--- config.mk ---
export PLATFORM = sky130hd
export DESIGN_NAME = reg_pipe
export DESIGN_NICKNAME = d
export VERILOG_FILES = /design/src/rtl/reg_pipe_pkg.sv /design/src/rtl/reg_pipe_stage.sv /design/src/rtl/reg_pipe.sv
export SDC_FILE = /design/constraint.sdc
export NUM_CORES = 1
export LEC_CHECK = 0
export CAP_MARGIN = 25
export CORE_UTILIZATION = 25
export DETAILED_ROUTE_END_ITERATION = 12
export PLACE_DENSITY = 0.46
export SLEW_MARGIN = 20
export SYNTH_ARGS = -nofsm -noshare
export SYNTH_HDL_FRONTEND = slang
export SYNTH_HIERARCHICAL = 1
export SYNTH_SLANG_ARGS = --single-unit
--- constraint.sdc ---
create_clock -name clk -period 3.5 [get_ports clk]
set_input_delay 0.7 -clock clk [delete_from_list [all_inputs] [get_ports clk]]
set_output_delay 0.7 -clock clk [all_outputs]
set_load 0.01 [all_outputs]
--- src/rtl/reg_pipe_pkg.sv ---
// rtl/reg_pipe_pkg.sv - shared constants and helpers for the elastic register pipeline
package reg_pipe_pkg;

    localparam int REG_PIPE_MAX_DEPTH = 16;

    // Bits needed to count 0..depth inclusive.
    function automatic int clog2_plus1(input int depth);
        int n;
        n = 0;
        for (int v = depth; v > 0; v = v >> 1) begin
            n = n + 1;
        end
        return n;
    endfunction

endpackage

--- src/rtl/reg_pipe_stage.sv ---
// rtl/reg_pipe_stage.sv - one pipeline register with valid bit, load enable and flush
module reg_pipe_stage #(
    parameter int W = 8
) (
    input  logic         clk,
    input  logic         rst,
    input  logic         flush,
    input  logic         load,
    input  logic         up_valid,
    input  logic [W-1:0] up_data,
    output logic         valid,
    output logic [W-1:0] data
);

    always_ff @(posedge clk or negedge rst) begin
        if (!rst) begin
            valid <= 1'b0;
            data  <= '0;
        end else begin
            if (flush) begin
                valid <= 1'b0;
            end else if (load) begin
                valid <= up_valid;
            end
            // Data only moves with a real word so bubbles cause no toggling.
            if (load && up_valid) begin
                data <= up_data;
            end
        end
    end

endmodule

--- src/rtl/reg_pipe.sv ---
// rtl/reg_pipe.sv - elastic DEPTH-stage register pipeline; optional parity via REG_PIPE_PARITY_EN
module reg_pipe
    import reg_pipe_pkg::*;
#(
    parameter int WIDTH = 8,
    parameter int DEPTH = 4,
    localparam int CNT_W = clog2_plus1(DEPTH)
) (
    input  logic             clk,
    input  logic             rst,
    input  logic             flush,
    input  logic             in_valid,
    input  logic [WIDTH-1:0] in_data,
    output logic             in_ready,
    output logic             out_valid,
    output logic [WIDTH-1:0] out_data,
    input  logic             out_ready,
    output logic [CNT_W-1:0] occupancy,
    output logic             out_perr
);

`ifdef REG_PIPE_PARITY_EN
    localparam int SW = WIDTH + 1;
`else
    localparam int SW = WIDTH;
`endif

    logic [DEPTH-1:0] vld;
    logic [SW-1:0]    word [DEPTH];
    logic [DEPTH:0]   rdy;
    logic [SW-1:0]    in_word;
    logic             in_xfer;
    logic             out_xfer;

`ifdef REG_PIPE_PARITY_EN
    // Parity rides in the top bit of each stage word.
    assign in_word  = {^in_data, in_data};
    assign out_perr = vld[DEPTH-1] & ((^word[DEPTH-1][WIDTH-1:0]) != word[DEPTH-1][WIDTH]);
`else
    assign in_word  = in_data;
    assign out_perr = 1'b0;
`endif

    // A stage can load if it is empty or its downstream neighbour can load.
    always_comb begin
        rdy        = '0;
        rdy[DEPTH] = out_ready;
        for (int k = DEPTH - 1; k >= 0; k--) begin
            rdy[k] = !vld[k] | rdy[k+1];
        end
    end

    genvar k;
    generate
        for (k = 0; k < DEPTH; k++) begin : g_stage
            if (k == 0) begin : g_first
                reg_pipe_stage #(.W(SW)) u_stage (
                    .clk      (clk),
                    .rst      (rst),
                    .flush    (flush),
                    .load     (rdy[0]),
                    .up_valid (in_valid),
                    .up_data  (in_word),
                    .valid    (vld[0]),
                    .data     (word[0])
                );
            end else begin : g_next
                reg_pipe_stage #(.W(SW)) u_stage (
                    .clk      (clk),
                    .rst      (rst),
                    .flush    (flush),
                    .load     (rdy[k]),
                    .up_valid (vld[k-1]),
                    .up_data  (word[k-1]),
                    .valid    (vld[k]),
                    .data     (word[k])
                );
            end
        end
    endgenerate

    assign in_ready  = rdy[0];
    assign out_valid = vld[DEPTH-1];
    assign out_data  = word[DEPTH-1][WIDTH-1:0];
    assign in_xfer   = in_valid & rdy[0];
    assign out_xfer  = vld[DEPTH-1] & out_ready;

    always_ff @(posedge clk or negedge rst) begin
        if (!rst) begin
            occupancy <= '0;
        end else if (flush) begin
            occupancy <= '0;
        end else if (in_xfer && !out_xfer) begin
            occupancy <= occupancy + CNT_W'(1);
        end else if (!in_xfer && out_xfer) begin
            occupancy <= occupancy - CNT_W'(1);
        end
    end

endmodule
==> results.toml <==
[cells_and_area]
drive_gt1_share_pct = 36.4
num_antenna_cells = 0
fin_nets = 156
syn_to_final_growth_pct = 25.8

[synth]
synth_cells = 111
ys_types = 22
synth-seq-cells = 39
synth_fp_nets = 125
synth.area.top_cells = "dfrtp_1 (56%), mux2_4 (27%), nand2_4 (2.6%), nand2b_2 (2.0%), a21oi_1 (1.4%)"
yosys.area.top_type = "dfrtp_1"
synth_top_area_share_pct = 55.8
netlist_area_mm2 = 0.00175
yosys_warnings = 6
seq_area_frac_synth_pct = 55.8
avgSynthCellArea_um2 = 15.7

[global_route]
antenna_found_initial = 0
grt-ovfl-total = 0
grt.total_usage_pct = 8.56
grt_pass1_vias = 943
grt_max_degree = 40
grt_first_pass_wirelength_um = 4640

[clock_network]
hold_buffers = 0
cts-root-buf = "clkbuf_8"
clkLatencyLatePin_ns = 0.29
clock-sinks = 39
cts_setup_buffers = 0
cts_made_buffers = 5
cts_max_level = 2
clockBufferDepth = 2
cts_tree = "done"
cts_resized = 0
cts.clk_slew.worst_paths_ns = 0.08

[sta]
fmax_ghz = 0.346
skew_ns = 0.00818
min_period_ns = 2.89
maxSlewHeadroom_pct = 43.3
maxSlewViolCount = 0
tightest_slew_ns = 0.850
tns_ns = 0
rsz0062_at_grt = "no"
setup-violations-final = 0
hold_viol_final = 0
finalCritPeriodShare_pct = 82.5

[route]
dr.pass1.iters = 2
routed_via_density = 4.14
wl_per_cell_um = 12.6
via_count = 923
drt_iter0_drc = 27
routed_wl_um = 2800
antenna_left = 0
drcViolationCount = 0

[die]
ioPinCount = 27
die_y_um = 85.6
die_area_mm2 = 0.00733
fp-row-count = 30
die_w_um = 85.6
start_util_pct = 25.9
core_area_mm2 = 0.00676

[worst_setup_path]
cp.required_ns = 2.80
crit_buf_inv = 2
cp_top_family = "buffers and inverters"
critPathMaxFanout = 4
cp-start-kind = "input pin"
path_cells = "clkdlybuf4s50_1 -> nor2b_1 -> nand4_1 -> clkdlybuf4s50_1"
critPathMaxStageDelay_ns = 0.54
critical_path_class = "in2out"
crit_arrival_ns = 2.19
crit_slowest_cell = "clkdlybuf4s50_1"
end_kind = "output port"
crit_path_frequent_cell = "clkdlybuf4s50_1"

[place]
port_buffers = 25
dpl.hpwl_um = 2110
gp_congestion = 0.773

[outcome]
outcome = "finished clean"

[hold_path]
hp-class = "in2async"

[flow_run]
drv_cap = 0

[power_and_ir_drop]
ir_drop_mv = 0.149
powerDensity_mw_per_mm2 = 599
p_leak_nw = 1.01
finalPower_mw = 1.32
==> path summary, 6_finish.rpt <==
check	startpoint	endpoint	slack, ns	cells past startpoint
max reg2reg	g_stage[2].g_next.u_stage/valid	occupancy[2]	1.46	6
max	out_ready	in_ready	0.61	4
min in group clk	g_stage[3].g_next.u_stage/data[6]	g_stage[3].g_next.u_stage/data[6]	0.51	1
max in group asynchronous	rst	g_stage[0].g_first.u_stage/data[1]	2.45	1
min reg2reg	g_stage[3].g_next.u_stage/data[6]	g_stage[3].g_next.u_stage/data[6]	0.51	1
min	rst	g_stage[3].g_next.u_stage/data[3]	0.51	1
==> final cells by class <==
| type | count | area (µm²) |
|---|---|---|
| Fill cell | 654 | 4560 |
| Sequential cell | 39 | 976 |
| Multi-Input combinational cell | 68 | 753 |
| Timing Repair Buffer | 25 | 245 |
| Tap cell | 80 | 100 |
| Clock buffer | 5 | 68.8 |
| Clock inverter | 3 | 43.8 |
| Inverter | 3 | 11.3 |
==> cell families (layout without fill, tap and decap cells) <==
family	after synthesis	in the layout	share of synthesized area (%)
AO/OA/AOI/OAI	8	8	3.08
adder cells (fa/ha/maj)	1	1	1.15
buffers and inverters	4	36	1.07
flip-flops	39	39	55.8
multiplexers	35	35	29.4
other	1	1	0.215
AND/OR/NAND/NOR	23	23	9.23
==> layer usage <==
layer  GRT usage (%)  part of all wire [%]
met1            10.2                    47
met2            13.5                    47
met5               0                     0
met3            3.18                   3.6
met4            4.55                   2.5
==> cell usage after synthesis <==
| master | n |
|---|---|
| nor2_1 | 5 |
| a221oi_2 | 1 |
| mux2_2 | 2 |
| nor3b_1 | 1 |
| mux2_1 | 1 |
| inv_1 | 3 |
| nand2_4 | 4 |
| fa_1 | 1 |
| and3b_1 | 1 |
| a21oi_1 | 5 |
| nand3_1 | 1 |
| buf_4 | 1 |
| conb_1 | 1 |
| nand2_1 | 1 |
| dfrtp_1 | 39 |
| nand4_1 | 2 |
| nor2b_1 | 3 |
| nand2b_2 | 4 |
| a21boi_0 | 1 |
| mux2_4 | 32 |
| a31oi_1 | 1 |
| and2_1 | 1 |
==> per-stage QoR <==
step                      instances  utilization, %  hold WS (ns)  worst slack (ns)  instance area (µm²)
after floorplan                 111               -         0.404              1.40                 1750
after global placement          215            30.9         0.497             0.671                 2090
after detailed placement        215            30.9         0.491             0.598                 2090
after CTS                       223            32.5         0.515             0.599                 2200
after global routing            223            32.5         0.526             0.512                 2200
final                           223            32.5         0.509             0.613                 2200
==> power by group <==
group	internal (mW)	switching [mW]	leakage [nW]
clock	0.212	0.158	0.0581
combinational	0.233	0.0934	0.476
sequential	0.556	0.0651	0.475
total	1.00	0.317	1.01
==> worst register-to-register path, stage by stage (launching register included) <==
cell and delay [ns]:
dfrtp_1 0.51, nand4_1 0.15, and2_1 0.18, fa_1 0.42
nor3b_1 0.28, a221oi_2 0.06, mux2_1 0.32
==> layout by cell type, fill, tap and decap left out, drive strengths merged <==
cell / n
nand3: 1
nor2b: 3
inv: 3
a21boi: 1
a21oi: 5
nand2: 5
buf: 1
and2: 1
nor2: 5
bufinv: 1
nand4: 2
nor3b: 1
mux2: 35
and3b: 1
a221oi: 1
clkbuf: 5
clkdlybuf4s50: 24
conb: 1
a31oi: 1
dfrtp: 39
clkinv: 2
nand2b: 4
fa: 1
==> flip-flops by register name, indices dropped and copies added (netlist names) <==
signal,cells
g_stage.g_first.u_stage/valid,1
occupancy,3
g_stage.g_first.u_stage/data,8
g_stage.g_next.u_stage/data,24
g_stage.g_next.u_stage/valid,3
No activity file was read; power rests on OpenSTA's default activity.
